===== src/rtl/mod_n_counter.sv =====
// Modulo-N counter. It counts up or down, and it can do a parallel load.
// At the bounds it either wraps or saturates.
// tc_o is combinational so that it can drive the enable of the next stage in a cascade.
module mod_n_counter #(
  parameter int N        = 5,
  parameter bit SATURATE = 1'b0,
  parameter int INIT     = 0,
  localparam int W       = (N > 1) ? $clog2(N) : 1
) (
  input  logic         clk_i,
  input  logic         rst_ni,
  input  logic         clear_i,
  input  logic         en_i,
  input  logic         up_i,
  input  logic         load_i,
  input  logic [W-1:0] load_val_i,
  output logic [W-1:0] count_o,
  output logic         tc_o,
  output logic         wrap_o,
  output logic         err_o
);

  localparam logic [W-1:0] MAX_V  = W'(N - 1);
  localparam logic [W-1:0] INIT_V = W'(INIT);
  // The range check is one bit wider, so it is exact when N is a power of two.
  localparam logic [W:0]   N_EXT  = (W + 1)'(N);

  logic         at_max, at_min, at_bound, load_ok;
  logic [W-1:0] count_nxt;
  logic         wrap_nxt, err_nxt;

  assign at_max   = (count_o == MAX_V);
  assign at_min   = (count_o == '0);
  assign at_bound = up_i ? at_max : at_min;
  assign load_ok  = ({1'b0, load_val_i} < N_EXT);
  assign tc_o     = en_i & at_bound;

  // Next-state selection. Priority order is clear, then load, then enable, then hold.
  // The bounds are compared explicitly, so the counter never depends on W-bit overflow.
  always_comb begin
    count_nxt = count_o;
    wrap_nxt  = 1'b0;
    err_nxt   = err_o;
    if (clear_i) begin
      count_nxt = INIT_V;
      err_nxt   = 1'b0;
    end else if (load_i) begin
      if (load_ok) begin
        count_nxt = load_val_i;
      end else begin
        count_nxt = MAX_V;
        err_nxt   = 1'b1;
      end
    end else if (en_i) begin
      if (up_i) begin
        if (at_max) begin
          count_nxt = SATURATE ? MAX_V : '0;
          wrap_nxt  = !SATURATE;
        end else begin
          count_nxt = count_o + 1'b1;
        end
      end else begin
        if (at_min) begin
          count_nxt = SATURATE ? '0 : MAX_V;
          wrap_nxt  = !SATURATE;
        end else begin
          count_nxt = count_o - 1'b1;
        end
      end
    end
  end

  // State registers. Reset is asynchronous and returns the counter to INIT.
  always_ff @(posedge clk_i or negedge rst_ni) begin
    if (!rst_ni) begin
      count_o <= INIT_V;
      wrap_o  <= 1'b0;
      err_o   <= 1'b0;
    end else begin
      count_o <= count_nxt;
      wrap_o  <= wrap_nxt;
      err_o   <= err_nxt;
    end
  end

endmodule


===== config.mk =====
export PLATFORM = sky130hd
export DESIGN_NAME = mod_n_counter
export DESIGN_NICKNAME = d
export VERILOG_FILES = /design/src/rtl/mod_n_counter.sv
export SDC_FILE = /design/constraint.sdc
export NUM_CORES = 1
export LEC_CHECK = 0
export ABC_CLOCK_PERIOD_IN_PS = 1400
export CORE_AREA = 2 2 39 41
export CTS_CLUSTER_SIZE = 40
export DETAILED_ROUTE_END_ITERATION = 6
export DIE_AREA = 0 0 41 43
export PLACE_DENSITY = 0.6
export REMOVE_ABC_BUFFERS = 1
export SYNTH_ARGS = -nofsm -noshare
export SYNTH_HDL_FRONTEND = slang
export SYNTH_SLANG_ARGS = --single-unit

===== constraint.sdc =====
create_clock -name clk_i -period 1.4 [get_ports clk_i]
set_input_delay 0.28 -clock clk_i [delete_from_list [all_inputs] [get_ports clk_i]]
set_output_delay 0.28 -clock clk_i [all_outputs]
set_load 0.02 [all_outputs]

# Yosys cells after proc, flatten, opt, wreduce, memory -nomap -nowiden
# Index checks and enable logic that the tools add are counted.
[op_classes]
magnitude_cmp = 1
addsub = 2
reduce_logical = 4
muxes = 17
n_eq_ne = 2
n_bitwise = 1
[ops]
columns = ["operator", "n"]
rows = [
  ["$mux W3", 7],
  ["$mux W1", 10],
  ["$add A3 B1 Y3 const B", 1],
  ["$eq A3 B3 Y1 const B", 1],
  ["$logic_not A3 Y1", 1],
  ["$lt A3 B3 Y1 const B", 1],
  ["$reduce_bool A3 Y1", 1],
  ["$sub A3 B1 Y3 const B", 1],
  ["$ne A2 B2 Y1 const B", 1],
  ["$reduce_and A2 Y1", 1],
  ["$reduce_bool A2 Y1", 1],
  ["$and A1 B1 Y1", 1],
]
[word_totals]
out_inout_bits = 6
regBits = 5

# Longest topological paths before layout
# Gate-level depths: netlist (run 1).
[depth]
word_depth = 6
ltp_mapped = 5
ltp_nobuf = 5

# Worst setup path before layout (run 1)
# Ideal clock, no wire load.
[synth_path]
path_type = "reg2reg"
start = "register count_o[0]"
end = "register count_o[2]"
setup_ns = 0.099
slack_ns = -0.158
arrival_ns = 1.458
synth_period_minus_slack_ns = 1.558
stages_incl_launch_ff = 6
path_cell_list = "dfrtp_1 > inv_1 > ha_1 > nor3_1 > a2111o_1 > a311oi_1"
[synth_via]
elab_chain_len = 6
elab_cells_between_ends = 10
cone_classes = "2 x add/sub; 1 x eq/ne; 6 x mux; 1 x reduce/logical"
[synth_rtl]
columns = ["element", "line_no", "text"]
rows = [
  ["from (decl)", "17", "output logic [W-1:0] count_o,"],
  ["from (signal assigned)", "80", "count_o <= count_nxt;"],
  ["$sub A3 B1 Y3, or another cell as far along", "67", "count_nxt = count_o - 1'b1;"],
  ["$mux W3, on equally long branches", "63, 56", ""],
  ["$mux W3 (*)", "55", "if (up_i) begin"],
  ["$mux W3 (*)", "54", "end else if (en_i) begin"],
  ["$mux W3 (*)", "47", "end else if (load_i) begin"],
  ["$mux W3 (*)", "44", "if (clear_i) begin"],
]
# Every way passes the cells marked *; elsewhere a longest branch is shown, timed or not. The select of a mux whose other input is x is not followed.
# A chain may end at the register's enable or synchronous reset.

# Final worst setup path (run 1)
[layout_path]
start = "input port en_i"
end = "register count_o[2]"
[layout_via]
elab_chain_len = 1
[layout_rtl]
columns = ["element", "line_no", "text"]
rows = [
  ["from (decl)", "13", "input logic en_i,"],
  ["$reduce_bool A3 Y1 (no line)", "-", ""],
]
# No other way between the ends.

==> flow_summary.ini, run 1 <==
[outcome]
status = finished, violations left
violations = negative setup slack

[route]
wl_per_cell_um = 12.1
route.vias.total = 368
drtIter0Drc = 0
drc_errors = 0
vias_per_cell = 4.60
drtAntennaViolNets = 0
drtPass1Iterations = 1
wl_um = 965

[yosys]
synth_area_um2 = 349
yosysSeqAreaShare_pct = 35.8
synth_top_area_share_pct = 35.8
yosys_warnings = 0
synth_area_leaders = dfrtp_1, ha_1, inv_1, nand2b_1, a21oi_1
syn_area_per_cell_um2 = 9.43
synthCells = 37
yosys.area_share.adder_pct = 10.8
yosys_register_bits = 5
yosysUniqueCellTypes = 21
synth_area_leader_cell = dfrtp_1
synth_common_cells = dfrtp_1, inv_1, a21oi_1, ha_1, nand2b_1
synthXorXnorAreaFrac_pct = 2.51
async_reset_ff_share_pct = 100
synthFlopType = dfrtp_1
muxShareOfSynthArea_pct = 3.23
synth_top_family_by_area = compound AO/OA/AOI/OAI gates
synth_edf_count = 0
synth_compound_area_share_pct = 25.4
synth-simple-area-share_pct = 15.8

[cells_and_area]
nFillCells = 142
num_antenna_cells = 0
ff_latch_area_um2 = 125
multiInputGateArea_um2 = 258
stdcell_count = 80
area_growth_pct = 91.8
nets = 77
drive_above_1_share_pct = 39.1

[die]
ios = 15
die_x_um = 41
die-area_um2 = 1760
die_y_um = 43
start_util_pct = 25.2
coreArea_um2 = 1380
placement_rows = 14

[critical_path]
cp_num_buf_inv = 3
crit_fanout = 4
cp.arrival_ns = 1.62
cpMaxStageDelayCell = clkdlybuf4s50_1
start_kind = input pin
crit_required_ns = 1.54
worstSetupPathDepth = 5
slowest_delay_ns = 0.48
worstSetupEndpointType = register
reg2reg_depth = 5
crit_type = in2reg
crit_chain = clkdlybuf4s50_1, buf_4, inv_1, a2111o_1, a311oi_2
crit_family = compound AO/OA/AOI/OAI gates

[cts]
clockRootBuffer = clkbuf_4
cts_htree_levels = 1
cts_tree = done
hold_buffers = 0
clkSlewWorstSetupHoldPaths_ns = 0.04
clock_path_buffers = 2
worst_skew_pair.late_latency_ns = 0.24
cts_made_buffers = 3
cts.sinks = 5

[global_routing]
grt_pass1_vias = 363
grt_remaining_overflow = 0
grt_pass1_wl_um = 1470
grt_antenna_before_repair = 0
track_usage_pct = 12.7
grt_max_degree = 7

[timing]
min_period_ns = 1.48
skew_ns = 0.00268
hold_viol = 0
grt_setup_unrepaired = yes
fin_ws_ns = -0.0819
layout_worst_path_cycle_share_pct = 106
fmax_ghz = 0.675
final_max_slew_viol_count = 0
final-setup-viol-count = 3
tightest_slew_ns = 0.292
max-slew-margin-rel_pct = 80.4

[place]
pre_cts_slack_ns = -0.621
port_buffers = 14
hpwl_um = 693
dp.cells = 76
place_congestion = 0.731

[worst_hold_path]
min-delay-path-class = in2async

[power_and_ir_drop]
pwr_density_cell_nw_per_um2 = 767
peakVddDrop_uv = 665
leakagePower_nw = 0.302

[run]
drv_cap = 0
## through the flow
stage / hold slack [ns] / cell area (µm²) / util [%] / setup TNS, ns / total power (W)
3_5_place_dp: 0.514 / 581 / 42.0 / -1.13 / 0.000324
5_1_grt: 0.254 / 669 / 48.4 / -0.326 / 0.000553
6_report: 0.257 / 669 / 48.4 / -0.128 / 0.000514
3_3_place_gp: 0.510 / 581 / 42.0 / -1.16 / 0.000324
4_1_cts: 0.254 / 632 / 45.7 / -0.336 / 0.000509
2_1_floorplan: -0.0156 / 345 / - / -0.259 / 0.000228
## power breakdown
part | switching [W] | internal (W)
sequential | 0.00000613 | 0.000154
clock | 0.0000576 | 0.000108
combinational | 0.0000846 | 0.000104
## worst paths after layout
kind	from	endpoint	slack, ns
setup / recovery	en_i	count_o[2]	-0.08
hold / removal	rst_ni	count_o[0]	0.26
setup reg to reg	count_o[0]	count_o[2]	-0.08
hold reg to reg	err_o	err_o	0.51
max in group asynchronous	rst_ni	count_o[1]	0.96
min in group clk_i	err_o	err_o	0.51
## cell usage in the layout, fill, tap and decap left out
master	netlist	layout
o31a_1	1	1
buf_6	0	4
clkbuf_2	0	1
dlymetal6s2s_1	0	1
a21oi_1	3	3
ha_4	0	2
a211oi_1	1	1
xnor2_2	0	1
nor2_1	1	1
nor3_1	1	1
and3_4	0	1
clkdlybuf4s50_1	0	7
clkbuf_1	1	1
a2111o_1	1	1
buf_4	0	7
a221oi_2	0	1
dfrtp_1	5	5
nand2b_1	3	3
o211ai_1	2	2
clkdlybuf4s15_1	0	1
nor3b_1	2	2
dlygate4sd2_1	0	3
ha_2	0	1
a41oi_1	1	1
inv_2	0	2
clkbuf_4	0	3
nor2b_1	1	1
mux2_4	0	1
o21ai_0	1	1
inv_1	5	3
a311oi_2	0	1
## per-layer routing
metal  vias to the layer above  track usage, %  wire [µm]
met5                         -               0          0
met4                         0            6.00          0
met2                        13            18.4        488
met1                       163            16.0        407
met3                         0            4.71         69
li1                        192               -          -
## sequential cells by signal (all words and copies together) (netlist names)
register	flops
count_o	3
err_o	1
wrap_o	1
## kinds of logic after synthesis
family,after synthesis
compound gates,12
xor+xnor,1
fa+ha+maj,3
simple gates,9
buf+inv,6
mux,1
flops,5
## final cells by class
type | instances | share of cell area [%]
inverter | 5 | 2.80
sequential | 5 | 18.7
multi-input combinational | 26 | 38.5
clock buffer | 4 | 3.93
tap | 16 | 2.99
timing repair buffer | 24 | 33.1
## what timing repair did
| item | in CTS | in global routing |
|---|---|---|
| cloned | 0 | 0 |
| resized for setup | 20 | 10 |
| setup buffers | 0 | 0 |
| endpoints found under the setup margin | 8 | 5 |
| pin swaps | 4 | 6 |
(Power assumes the default switching activity.)
==> inputs of run 2 (changes only) <==
CELL_PAD_IN_SITES_DETAIL_PLACEMENT = 0   (was default)
CELL_PAD_IN_SITES_GLOBAL_PLACEMENT = 1   (was default)
CORE_AREA = default   (was 2 2 39 41)
CORE_MARGIN = 2   (was default)
CORE_UTILIZATION = 25   (was default)
DIE_AREA = default   (was 0 0 41 43)
PLACE_DENSITY = 0.74   (was 0.6)
==> run 2 against run 1 <==
The run still ends with negative setup slack left. Final cell count is 1.3% lower. Fmax is 2.5% higher. Total power is 1.1% higher. Highest routed layer unchanged. Critical path type is now reg2out. Critical endpoint is now tc_o. Largest cell class unchanged. Clock skew is 0.0028 ns higher. Non-clock buffer count stayed put. Via count is 1.1% higher.
==> flow_summary.ini, run 2 (synthesis results as in run 1) <==
[outcome]
status = finished, violations left
violations = negative setup slack

[cts]
clkSlewWorstSetupHoldPaths_ns = 0.05
worst_skew_pair.late_latency_ns = 0.24
clock_path_buffers = 2
cts_tree = done
cts_made_buffers = 3
cts_htree_levels = 1
cts.sinks = 5
clockRootBuffer = clkbuf_4
hold_buffers = 0

[global_routing]
grt_pass1_vias = 342
track_usage_pct = 13.9
grt_antenna_before_repair = 0
use_met1_pct = 15.7
grt_remaining_overflow = 0
grt_max_degree = 9
grt_pass1_wl_um = 1450
use_met2_pct = 23.0
top_usage_layer = met2
met3_usage_pct = 7.98

[power_and_ir_drop]
seqPwrFrac_pct = 30.9
power_frac_clock_pct = 32.6
leakagePower_nw = 0.301
pwr_density_cell_nw_per_um2 = 785
p_comb_share_pct = 36.5
intPower_w = 0.000368
swShare_pct = 29.1
peakVddDrop_uv = 458
p_sw_w = 0.000151

[cells_and_area]
stdcell_count = 79
largest_register_ffs = 3
num_antenna_cells = 0
drive_above_1_share_pct = 37.5
area_growth_pct = 89.6
top_regs = count_o x3, err_o x1, wrap_o x1
nets = 77
largest-register = count_o
post-route-util_pct = 50.9
layout_common_cells = clkdlybuf4s50_1, buf_4, dfrtp_1, buf_6

[place]
dp.cells = 75
place_congestion = 0.791
pre_cts_slack_ns = -0.632
port_buffers = 14
hpwl_um = 717

[die]
start_util_pct = 26.8
placement_rows = 13
die_y_um = 41.4
die-area_um2 = 1710
ios = 15
die_x_um = 41.4
coreArea_um2 = 1300

[timing]
min_period_ns = 1.45
tightest_slew_ns = 0.276
fin_ws_ns = -0.0462
grt_setup_unrepaired = yes
max-slew-margin-rel_pct = 81.5
fmax_ghz = 0.691
layout_worst_path_cycle_share_pct = 103
final_max_slew_viol_count = 0
hold_viol = 0
final-setup-viol-count = 3
skew_ns = 0.00551
fin_hold_ws_ns = 0.250

[route]
drtAntennaViolNets = 0
wl_per_cell_um = 12.0
route.vias.total = 372
drc_errors = 0
drtPass1Iterations = 3
drtIter0Drc = 5
vias_per_cell = 4.71
wl_um = 947

[critical_path]
crit_required_ns = 1.12
crit_type = reg2out
cp.arrival_ns = 1.17
start_kind = register
crit_fanout = 2
worstSetupEndpointType = output port

[worst_hold_path]
min-delay-path-class = in2async

[run]
drv_cap = 0
## run 2: cell counts in the layout (fill, tap and decap cells not counted)
No cell type changed its count.
## run 2: layer usage
metal / vias up / part of all wire [%]
met5: - / 0
met4: 0 / 0
met3: 0 / 7.4
met2: 13 / 46
met1: 168 / 46
li1: 191 / -
## run 2: power by group through the flow
stage          Sequential [W]  Combinational, W  Clock [W]
6_report             0.000161          0.000189   0.000169
5_1_grt              0.000162          0.000204   0.000186
4_1_cts              0.000160          0.000182   0.000176
3_5_place_dp         0.000162          0.000167          0
3_3_place_gp         0.000161          0.000167          0
2_1_floorplan        0.000176         0.0000521          0
## run 2: final timing paths
kind	slack, ns	startpoint	cells after the start	end
worst max-delay path	-0.05	count_o[1]	4	tc_o
worst min-delay path	0.25	rst_ni	1	wrap_o
worst max register to register	-0.03	count_o[0]	5	count_o[2]
worst min register to register	0.52	err_o	2	err_o
max in group asynchronous	0.96	rst_ni	1	count_o[2]
min in group clk_i	0.52	err_o	2	err_o
## run 2: worst max-delay path: stages, from the launching register on
cell and delay (ns):
dfrtp_1 0.39, inv_2 0.10, ha_4 0.14, and3_4 0.19, buf_6 0.11
## run 2: final cells by class
class	count	area, µm²
clock buffer	4	26.3
fill	135	639
inverter	5	18.8
multi-input combinational	26	251
sequential	5	125
tap	15	18.8
timing repair buffer	24	221
## run 2: through the flow
step	cell area (µm²)	power, W	TNS (ns)
2_1_floorplan	345	0.000228	-0.259
3_3_place_gp	579	0.000329	-0.980
3_5_place_dp	579	0.000328	-1.19
4_1_cts	646	0.000518	-0.257
5_1_grt	662	0.000553	-0.277
6_report	662	0.000520	-0.0916
## run 2: repair_timing
item	4_1_cts	5_1_grt
resized for setup	23	7
buffers inserted	0	0
pin swaps	7	3
setup endpoints to repair	8	5
==> variant 1: new RTL, flow settings as in run 1 <==
Reset style: synchronous (`rst_ni`), changed in one clocked block. Comments in the files are not updated.
--- a/src/rtl/mod_n_counter.sv
+++ b/src/rtl/mod_n_counter.sv
@@ -73,3 +73,3 @@
   // State registers. Reset is asynchronous and returns the counter to INIT.
-  always_ff @(posedge clk_i or negedge rst_ni) begin
+  always_ff @(posedge clk_i) begin
     if (!rst_ni) begin
Behaviour: differs if rst_ni is asserted again (counterexample within 4 cycles, from zero or initial values and one cycle with rst_ni low); with rst_ni held inactive, the same outputs for 10 cycles.
==> variant 1 against run 1 <==
  * Core utilization is 0.54 points lower
  * Synthesized cell count rose by 5.4%
  * Sequential cell count did not move
  * Area after synthesis is 2.5% lower
  * Combinational power is 19% lower
  * Power decreased by 8.5%
  * Critical path type is now flip-flop to flip-flop
  * Largest power group is now the clock network
  * Sequential power shrank 4%
  * Wire length shrank 9.2%
  * Setup slack gained 0.13 ns
  * Design area fell by 1.1%
  * Fmax increased by 9.8%
  * Critical path depth grew 1
==> variant 1: results (changes against run 1) <==
[metrics] run status: complete, no violations
[metrics] largest registers: count_o: 3 flops, err_o: 1 flops, wrap_o: 1 flops
[metrics] H-tree level count: 1 (unchanged)
[metrics] via count of the first global-routing pass: 362 (-0.28%)
[metrics] largest buffer count on any clock path: 2 (unchanged)
[metrics] Async SR Flop Fraction: 0% (-100 points)
[metrics] Netlist cell types: 19 (-9.5%)
[metrics] cell types with the highest counts after synthesis: dfxtp_1 (5), inv_1 (5), nand2b_1 (4)
[metrics] NetSw: 0.131 mW (-12%)
[metrics] number of antenna violations at the first check in global routing: 0 (unchanged)
[metrics] R2R depth: 6 (+1)
[metrics] fraction of the yosys area taken by sequential cells: 29.4% (-6.4 points)
[metrics] CTS root buf: clkbuf_4
[metrics] number of cells on the worst hold path: 2
[metrics] DR pass1 iterations: 3 (+2)
[metrics] P_leak: 0.288 nW (-4.4%)
[metrics] biggest area contributors in the synthesized netlist: dfxtp_1 (29%), ha_1 (11%), a221oi_2 (8.8%)
[metrics] TritonCTS buffer count: 3 (unchanged)
[metrics] wirelength, routed: 876 um (-9.2%)
[metrics] first-pass GRT wire length: 1390 um (-5.2%)
[metrics] worst skew pair latency: 0.24 ns (about the same)
[metrics] net count reported at finish: 81 (+5.2%)
[metrics] setup bufs post-CTS: 0 (unchanged)
[metrics] global router's overall resource usage: 12.8% (+0.049 points)
[metrics] number of DRC markers after the initial detailed-route iteration: 6 (+6)
[metrics] worst setup slack before clock tree synthesis: -0.559 ns (+0.0620 ns)
[metrics] number of diodes added for antenna fixing: 0 (unchanged)
[metrics] worst vdd ir: 436 uV (-34%)
[metrics] largest net degree at the start of global routing: 6 (-1)
[metrics] count of yosys warnings during synthesis: 0 (unchanged)
[metrics] Arrival @ worst endpoint: 1.48 ns (-0.14 ns)
[metrics] number of buffers inserted by port buffering: 14 (unchanged)
[metrics] worst min-delay path class: flip-flop to flip-flop
[metrics] fraction of final layout cells with drive strength greater than 1: 45.6% (+6.5 points)
[metrics] number of inserted filler cells in the final layout: 134 (-5.6%)
[metrics] count of vias placed by the detailed router: 379 (+3.0%)
[metrics] Placement Cell Area: 586 um^2 (+0.86%)
[metrics] highest net fanout along the worst path: 2 (-2)
[metrics] Setup Skew: 0.00171 ns (-0.000966 ns)
[metrics] clock-pin slew reported for the worst setup and hold paths after clock tree synthesis: 0.04 ns (about the same)
[metrics] Routability Congestion: 0.779 (+6.6%)
[metrics] HPWL after detailed placement: 651 um (-6.1%)
[metrics] worst-margin pin slew: 0.217 ns (-0.0743 ns)
-- variant 1: cell count changes after synthesis, sizes merged, moves of 2 or more --
cell   change
dfrtp      -5
dfxtp      +5
nor2       +2
nor3b      -2
o22ai      +2
-- variant 1: worst max-delay path, cell delays in order, from the launching register on --
cell     delay (ns)
dfxtp_1        0.34
inv_2          0.06
buf_4          0.14
ha_1           0.21
o311a_1        0.30
a21oi_2        0.11
o22ai_1        0.07
-- variant 1: path summary, 6_finish.rpt --
| check | endpoint | slack [ns] | from |
|---|---|---|---|
| worst max-delay path | count_o[2] | 0.05 | count_o[0] |
| worst min-delay path | err_o | 0.45 | err_o |
| worst max register to register | count_o[2] | 0.05 | count_o[0] |
| worst min register to register | err_o | 0.45 | err_o |
-- variant 1: final cells by class --
class	count	area, um^2	area share (%)
sequential	5	103	15.5
multi-input combinational	28	269	40.6
timing repair buffer	26	225	34.0
inverter	5	18.8	2.84
clock buffer	4	26.3	3.97
tap	16	20.0	3.02
-- variant 1: routing by layer --
layer	track usage, %	wire length (um)	vias up
met3	3.14	56	4
li1	-	-	196
met2	17.8	418	15
met4	16.0	47	0
met5	0	0	-
met1	12.9	354	164
-- variant 1: power by group through the flow --
stage / clock (mW) / sequential, mW / combinational (mW)
after floorplan: 0 / 0.162 / 0.0525
final: 0.165 / 0.153 / 0.152
after CTS: 0.171 / 0.151 / 0.140
after global routing: 0.180 / 0.153 / 0.167
after detailed placement: 0 / 0.154 / 0.142
after global placement: 0 / 0.154 / 0.142
-- variant 1: what timing repair did --
| item | in CTS | in global routing |
|---|---|---|
| setup endpoints to repair | 8 | 3 |
| resized for setup | 12 | 13 |
| pin swaps | 1 | 4 |
| cloned | 0 | 0 |
| hold endpoints to repair | 0 | 0 |
-- variant 1: logic make-up (layout without fill, tap and decap cells) --
family | count (synthesis) | in the layout | synth area share [%]
simple gates | 13 | 13 | 22.1
compound gates | 11 | 11 | 27.9
buf+inv | 6 | 35 | 6.98
flops | 5 | 5 | 29.4
fa+ha+maj | 3 | 3 | 11.0
xor+xnor | 1 | 1 | 2.57
-- variant 1: stage by stage --
step / hold WS [ns] / power (mW) / instances / util, %
after floorplan: 0.368 / 0.215 / 38 / -
after global placement: 0.437 / 0.296 / 80 / 42.3
after detailed placement: 0.450 / 0.296 / 80 / 42.3
after CTS: 0.452 / 0.462 / 84 / 44.1
after global routing: 0.473 / 0.501 / 84 / 47.8
final: 0.449 / 0.470 / 84 / 47.8
==> variant 2: new RTL, flow settings as in run 1 <==
Made on the original files. The parameter `N` goes from 5 to 6.
--- a/src/rtl/mod_n_counter.sv
+++ b/src/rtl/mod_n_counter.sv
@@ -4,3 +4,3 @@
 module mod_n_counter #(
-  parameter int N        = 5,
+  parameter int N        = 6,
   parameter bit SATURATE = 1'b0,
Formal check against the unedited RTL: not equivalent (a bounded check fails within 4 cycles, from zero or initial values and one cycle with rst_ni low).
==> variant 2 against run 1 <==
  * The flow still finishes with violations (setup timing)
  * Clock skew increased by 0.0044 ns
  * Sequential cell count unchanged
  * Register-to-register slack better by 0.02 ns
  * Non-clock buffer count is 1 higher
  * Setup slack lost 0.054 ns
  * Wire length fell by 2.3%
  * Synthesized cell count down 2.7%
  * Fmax fell by 3.5%
  * Power decreased by 3.7%
  * Area after synthesis shrank 4.3%
  * Design area is 7.7% lower
  * Final cell count down 1.3%
==> variant 2: results (changes against run 1) <==
[metrics] Avg Inst Size Synth: 9.28 um^2 (-1.6%)
[metrics] via-per-instance ratio: 4.71 (+2.4%)
[metrics] Worst R2R Setup Slack: -0.06 ns (+0.02 ns)
[metrics] most common flop cell mapped by yosys: dfrtp_1
[metrics] net count reported at finish: 73 (-5.2%)
[metrics] number of inserted filler cells in the final layout: 140 (-1.4%)
[metrics] cell types with the highest counts after synthesis: dfrtp_1 (5), a21oi_1 (4), nor2_1 (4)
[metrics] fin worst setup slack: -0.136 ns (-0.0540 ns)
[metrics] DR pass1 iterations: 4 (+3)
[metrics] slowest CP cell: dfrtp_2
[metrics] worst vdd ir: 590 uV (-11%)
[metrics] failing checks: setup timing
[metrics] NetSw: 0.144 mW (-3.0%)
[metrics] P_leak: 0.293 nW (-2.8%)
[metrics] Detail Route met3 WL: 59 um (-14%)
[metrics] worst setup slack before clock tree synthesis: -0.729 ns (-0.108 ns)
[metrics] adder and majority gate portion of the synthesized area: 0% (-11 points)
[metrics] largest net degree at the start of global routing: 9 (+2)
[metrics] Finish-stage setup viols: 2 (-1)
[metrics] highest net fanout along the worst path: 5 (+1)
[metrics] fraction of final layout cells with drive strength greater than 1: 41.3% (+2.2 points)
[metrics] Netlist cell types: 23 (+9.5%)
[metrics] Cell Count Post-Placement: 73 (-3.9%)
[metrics] Routability Congestion: 0.740 (+1.3%)
[metrics] wirelength, routed: 943 um (-2.3%)
[metrics] mux contribution to synthesized area: 0% (-3.2 points)
[metrics] biggest area contributors in the synthesized netlist: dfrtp_1 (37%), a21oi_1 (6.0%), a221oi_2 (4.5%)
[metrics] run status: complete, but fails checks
[metrics] Arrival @ worst endpoint: 1.26 ns (-0.36 ns)
[metrics] fraction of the yosys area taken by sequential cells: 37.5% (+1.6 points)
[metrics] via count of the first global-routing pass: 341 (-6.1%)
[metrics] met2 GRT Util: 18.8% (+0.31 points)
[metrics] worst-margin pin slew: 0.298 ns (+0.00593 ns)
[metrics] first-pass GRT wire length: 1420 um (-3.3%)
[metrics] Routed met2 length: 506 um (+3.7%)
[metrics] fin cells: 79 (-1.3%)
[metrics] Sum Neg Setup Slack: -0.199 ns (-0.0717 ns)
[metrics] Placement Cell Area: 547 um^2 (-5.8%)
[metrics] met1 routing resource usage after global routing: 14.8% (-1.3 points)
[metrics] Slowest Stage Delay on Critical Path: 0.41 ns (-0.07 ns)
==> variant 2: changes by cell type in the layout (fill, tap and decap cells not counted), moves of 2 or more <==
cell | run 1 | this run
nor2_1 | 1 | 4
a21oi_2 | 0 | 2
buf_4 | 7 | 9
inv_2 | 2 | 0
ha_4 | 2 | 0
==> variant 2: cell type report <==
class / count / area (um^2) / area share, %
timing repair buffer: 25 / 221 / 35.8
multi-input combinational: 27 / 216 / 35.0
sequential: 5 / 126 / 20.4
clock buffer: 4 / 26.3 / 4.25
tap: 16 / 20.0 / 3.24
inverter: 2 / 7.51 / 1.21
==> variant 2: path summary, 6_finish.rpt <==
path | from | to | cells past startpoint
setup / recovery | count_o[0] | tc_o | 4
hold / removal | rst_ni | err_o | 1
setup reg to reg | count_o[1] | count_o[2] | 5
hold reg to reg | err_o | err_o | 2
max in group asynchronous | rst_ni | count_o[0] | 1
min in group clk_i | err_o | err_o | 2
==> variant 2: cell families (layout without fill, tap and decap cells) <==
logic type,Yosys count,count (layout)
buffers and inverters,4,31
xor gates and xnor gates,1,1
AOI/OAI and AO/OA,12,12
DFF,5,5
and+or+nand+nor,14,14
==> variant 2: stage by stage <==
stage                     hold slack, ns  total power, mW
after detailed placement           0.514            0.312
after floorplan                  -0.0156            0.222
after CTS                          0.255            0.478
after global routing               0.258            0.531
after global placement             0.512            0.312
final                              0.255            0.495
==> variant 2: worst max-delay path, delay by kind of cell (launching register included) <==
| family | cells | cell delay, ns |
|---|---|---|
| DFF | 1 | 0.41 |
| and+or+nand+nor | 2 | 0.38 |
| buffers and inverters | 1 | 0.17 |
| AOI/OAI and AO/OA | 1 | 0.05 |
==> variant 2: timing repair <==
action / CTS / global route
resized for setup: 14 / 11
setup endpoints to repair: 8 / 6
pin swaps: 0 / 9
setup buffers: 0 / 3
